File: config.mk
export PLATFORM = sky130hd
export DESIGN_NAME = prog_loader
export DESIGN_NICKNAME = d
export VERILOG_FILES = /design/src/rtl/prog_loader_pkg.sv /design/src/rtl/prog_loader_shift_reg.sv /design/src/rtl/prog_loader.sv
export SDC_FILE = /design/constraint.sdc
export NUM_CORES = 1
export LEC_CHECK = 0
export CAP_MARGIN = 20
export CORE_AREA = 2 2 46 48
export CTS_CLUSTER_SIZE = 12
export DETAILED_ROUTE_END_ITERATION = 16
export DIE_AREA = 0 0 48 50
export PLACE_DENSITY_LB_ADDON = 0.3
export SYNTH_ARGS = -nofsm -noshare
export SYNTH_HDL_FRONTEND = slang
export SYNTH_SLANG_ARGS = --single-unit
File: constraint.sdc
create_clock -name clk -period 3.6 [get_ports clk]
set_clock_uncertainty 0.15 [all_clocks]
set_input_delay 0.36 -clock clk [delete_from_list [all_inputs] [get_ports clk]]
set_output_delay 0.36 -clock clk [all_outputs]
set_load 0.01 [all_outputs]
File: src/rtl/prog_loader_pkg.sv
// Shared definitions for the serial program loader.
package prog_loader_pkg;

  typedef enum logic [1:0] {
    ST_IDLE  = 2'd0,
    ST_SHIFT = 2'd1,
    ST_WRITE = 2'd2,
    ST_DONE  = 2'd3
  } loader_state_e;

endpackage : prog_loader_pkg

File: src/rtl/prog_loader_shift_reg.sv
// Serial-to-parallel word register: shifts new bits into the LSB, so the
// first bit shifted in ends up as the MSB after WIDTH shifts.
module shift_reg #(
  parameter int WIDTH = 8
) (
  input  logic             clk,
  input  logic             rst,
  input  logic             clear,
  input  logic             shift_en,
  input  logic             din,
  output logic [WIDTH-1:0] dout
);

  // Word register; clear takes priority so a new session never inherits stale bits.
  always_ff @(posedge clk or negedge rst) begin
    if (!rst) begin
      dout <= '0;
    end else if (clear) begin
      dout <= '0;
    end else if (shift_en) begin
      if (WIDTH == 1) begin
        dout <= din;
      end else begin
        dout <= {dout[WIDTH-2:0], din};
      end
    end
  end

endmodule : shift_reg

File: src/rtl/prog_loader.sv
// Serial instruction loader: assembles MSB-first words from a valid/ready
// bit stream, writes them to consecutive RAM addresses 0..DEPTH-1 and holds
// the core in reset until the whole program is resident.
//
// state    | meaning
// ---------+--------------------------------------------------------------
// ST_IDLE  | no program loaded, core held, waiting for start
// ST_SHIFT | accepting serial bits into the word register
// ST_WRITE | one-cycle write strobe of the assembled word
// ST_DONE  | program resident, core released, start triggers a reload
module prog_loader
  import prog_loader_pkg::*;
#(
  parameter int BIT_WIDTH  = 4,
  parameter int INST_WIDTH = 8,
  parameter int DEPTH      = 2 ** BIT_WIDTH
) (
  input  logic                  clk,
  input  logic                  rst,
  input  logic                  start,
  input  logic                  ser_in,
  input  logic                  ser_valid,
  output logic                  ser_ready,
  output logic                  wr_en,
  output logic [BIT_WIDTH-1:0]  wr_addr,
  output logic [INST_WIDTH-1:0] wr_data,
  output logic                  cpu_hold,
  output logic                  done
);

  // Wide enough to hold INST_WIDTH itself after the final increment.
  localparam int CNT_W = $clog2(INST_WIDTH + 1);
  localparam logic [CNT_W-1:0]     LAST_BIT  = CNT_W'(INST_WIDTH - 1);
  localparam logic [BIT_WIDTH-1:0] LAST_ADDR = BIT_WIDTH'(DEPTH - 1);

  loader_state_e        state_q;
  loader_state_e        state_d;
  logic [BIT_WIDTH-1:0] addr_q;
  logic [CNT_W-1:0]     bit_cnt_q;
  logic                 accept;
  logic                 last_bit;
  logic                 session_start;
  logic                 last_addr;

  assign accept        = ser_valid && (state_q == ST_SHIFT);
  assign last_bit      = accept && (bit_cnt_q == LAST_BIT);
  assign session_start = start && ((state_q == ST_IDLE) || (state_q == ST_DONE));
  assign last_addr     = (addr_q == LAST_ADDR);

  // State register.
  always_ff @(posedge clk or negedge rst) begin
    if (!rst) begin
      state_q <= ST_IDLE;
    end else begin
      state_q <= state_d;
    end
  end

  // Next-state logic.
  always_comb begin
    state_d = state_q;
    case (state_q)
      ST_IDLE:  if (session_start) state_d = ST_SHIFT;
      ST_SHIFT: if (last_bit) state_d = ST_WRITE;
      ST_WRITE: state_d = last_addr ? ST_DONE : ST_SHIFT;
      ST_DONE:  if (session_start) state_d = ST_SHIFT;
      default:  state_d = ST_IDLE;
    endcase
  end

  // State-decoded outputs; every term comes straight from the state register.
  always_comb begin
    ser_ready = 1'b0;
    wr_en     = 1'b0;
    cpu_hold  = 1'b1;
    done      = 1'b0;
    case (state_q)
      ST_SHIFT: ser_ready = 1'b1;
      ST_WRITE: wr_en     = 1'b1;
      ST_DONE: begin
        cpu_hold = 1'b0;
        done     = 1'b1;
      end
      default: ;
    endcase
  end

  // Address and bit counters; the address only advances on leaving WRITE
  // for another word, so it never wraps.
  always_ff @(posedge clk or negedge rst) begin
    if (!rst) begin
      addr_q    <= '0;
      bit_cnt_q <= '0;
    end else if (session_start) begin
      addr_q    <= '0;
      bit_cnt_q <= '0;
    end else if (accept) begin
      bit_cnt_q <= bit_cnt_q + 1'b1;
    end else if (state_q == ST_WRITE) begin
      bit_cnt_q <= '0;
      if (!last_addr) begin
        addr_q <= addr_q + 1'b1;
      end
    end
  end

  assign wr_addr = addr_q;

  shift_reg #(
    .WIDTH (INST_WIDTH)
  ) u_shift_reg (
    .clk      (clk),
    .rst      (rst),
    .clear    (session_start),
    .shift_en (accept),
    .din      (ser_in),
    .dout     (wr_data)
  );

endmodule : prog_loader

==> qor.yml <==
run_status:
  status: "completed"
timing:
  hold_viol_final: 0
  final-setup-viol-count: 0
  slew_headroom_pct: 49.3
  setup_slack_ns: 1.39
  rsz0062_at_grt: "no"
  period_needed_ns: 2.21
  fin_crit_sh_pct: 61.3
  fin_tns_setup_ns: 0
  clock.fmax_mhz: 453
  tightest_slew_ns: 0.759
  slew_violations: 0
drt:
  num_vias: 824
  drt_first_iter_violations: 23
  antenna_left: 0
  wl_per_cell_um: 13.7
  wl_um: 1980
  drc: 0
  drt_first_pass_iters: 4
  vias_per_cell: 5.72
layout:
  final_nets: 129
  multi_input_area_um2: 443
  diodes: 0
  syn_to_final_growth_pct: 27.0
  fin_cells: 144
  drive_gt1_share_pct: 5.98
  most-common-layout-cells: "nand2_1, clkdlybuf4s50_1, dfrtp_1"
  seqCellArea_um2: 450
  num-fill-cells: 167
placed_design:
  dpl.hpwl_um: 1480
  post-place-ws_ns: 1.51
  numPlacedInstances: 140
  portBuffers: 20
  gp_congestion: 0.842
worst_hold_path:
  hold_path_class: "input pin to async pin"
critical_path:
  crit_fanout: 6
  reg2regPathDepth: 5
  crit_arrival_ns: 1.70
  regToRegSetupSlack_ns: 1.54
  crit_type: "register to output pin"
  crit_path_end_kind: "output pin"
  r2r_end: "bit_cnt_q[0]$_DFFE_PN0P_"
  required_ns: 3.09
  r2r-start: "state_q[0]$_DFFE_PN0P_"
  start_kind: "register"
floorplanning:
  die_area_um2: 2400
  initial_core_util_pct: 48.9
  die_x_um: 48
  core_um2: 1900
  io_pins: 21
  die_y_um: 50
  rows: 16
global_routing:
  grt_antenna_before_repair: 0
  grt_max_degree: 19
  grt_first_pass_wirelength_um: 3280
  grt_pass1_vias: 752
  grt_usage_pct: 18.6
  grt_overflow_total: 0
clock_network:
  ctsHoldBuffers: 0
  cts_htree_levels: 1
  clk_pin_slew_worst_paths_ns: 0.10
  cts_sinks: 18
  cts_tree: "built"
  cts_setup_buffers: 0
  worstSkewPairLatency_ns: 0.29
  ctsResizeCount: 0
  cts-root-buf: "clkbuf_4"
  clockBufferDepth: 2
  cts_buffers: 3
flow_run:
  drv_cap: 0
synth:
  yosysWarnings: 0
  syn_nets: 107
  synth.avg_cell_area_um2: 9.70
  synthMuxAreaShare_pct: 3.49
  synth_compound_area_share_pct: 18.5
  synth_fa_ha_area_share_pct: 8.06
  synthXorXnorAreaFrac_pct: 0
  synthCells: 96
  yosysSeqAreaShare_pct: 48.4
  syn_area_um2: 931
  ys_ff_latch: 18
  synth-edff-count: 0
  yosysUniqueCellTypes: 27
  synth_top_family_by_area: "compound AO/OA/AOI/OAI gates"
  synthFlopType: "dfrtp_1"
  synthSimpleGateAreaFrac_pct: 17.5
  async_reset_ff_share_pct: 100
pwr:
  cellLeakagePower_nw: 0.514
  power_density_nw_per_um2: 526
  ir_worst_vdd_mv: 0.335
-- metal layers --
layer / vias to the layer above / share of wire [%] / GRT usage [%]
li1: 388 / - / -
met1: 404 / 44 / 24.4
met2: 25 / 50 / 30.0
met3: 7 / 4.3 / 5.49
met4: 0 / 1.4 / 3.15
met5: - / 0 / 0
-- cell usage after synthesis (2+ instances only) --
master / n / share of area [%]
nand2_1: 20 / 8.1
dfrtp_1: 18 / 48
a21oi_1: 12 / 6.5
ha_1: 6 / 8.1
inv_1: 5 / 2.0
o21ai_0: 5 / 2.7
nand3_1: 3 / 1.6
a22o_1: 2 / 1.9
a41o_1: 2 / 2.2
and2_1: 2 / 1.3
clkbuf_1: 2 / 0.81
mux2_2: 2 / 2.4
nand4_1: 2 / 1.3
nor2_1: 2 / 0.81
-- cell type report --
type | instances | area share [%]
sequential | 18 | 38.1
timing repair buffer | 20 | 16.9
multi-input combinational | 70 | 37.5
clock buffer | 4 | 3.07
inverter | 5 | 1.59
tap | 27 | 2.86
-- state kept, by name, indices dropped and copies added, names as in the netlist --
name and cells:
bit_cnt_q 4, state_q 2, wr_addr 4, u_shift_reg.dout 8
-- through the flow --
stage / power [mW] / utilization [%] / hold slack, ns / cell area [µm²]
floorplan: 0.406 / - / -0.0856 / 931
global placement: 0.497 / 60.3 / 0.357 / 1150
detailed placement: 0.505 / 60.3 / 0.373 / 1150
CTS: 0.627 / 62.2 / 0.385 / 1180
global route: 0.665 / 62.2 / 0.422 / 1180
finish: 0.622 / 62.2 / 0.352 / 1180
-- worst max-delay path by stage --
stage                              to                   start  slack, ns  cells past startpoint
2_1_floorplan  wr_addr[3]$_DFFE_PN0P_  state_q[0]$_DFFE_PN0P_       1.78                      5
3_3_place_gp   wr_addr[3]$_DFFE_PN0P_               ser_valid       1.56                      4
5_1_grt                     ser_ready  state_q[1]$_DFFE_PN0P_       1.30                      3
4_1_cts                     ser_ready  state_q[1]$_DFFE_PN0P_       1.38                      3
6_report                    ser_ready  state_q[1]$_DFFE_PN0P_       1.39                      3
3_5_place_dp   wr_addr[3]$_DFFE_PN0P_               ser_valid       1.51                      4
-- cell families after synthesis --
group	after synthesis
mux	3
buf+inv	8
compound gates	26
fa+ha+maj	6
simple gates	35
flops	18
-- worst max-delay path, cell delays in order, from the launching register on --
cell	delay (ns)
dfrtp_1	0.43
inv_1	0.12
ha_1	0.28
clkdlybuf4s50_1	0.58
-- power breakdown --
part	total, mW	internal, mW	switching [mW]	leakage, nW
Sequential	0.253	0.229	0.0237	0.242
Combinational	0.248	0.117	0.132	0.251
Clock	0.121	0.0617	0.0590	0.0210
Total	0.622	0.408	0.214	0.514
No activity file was read; power rests on OpenSTA's default activity.
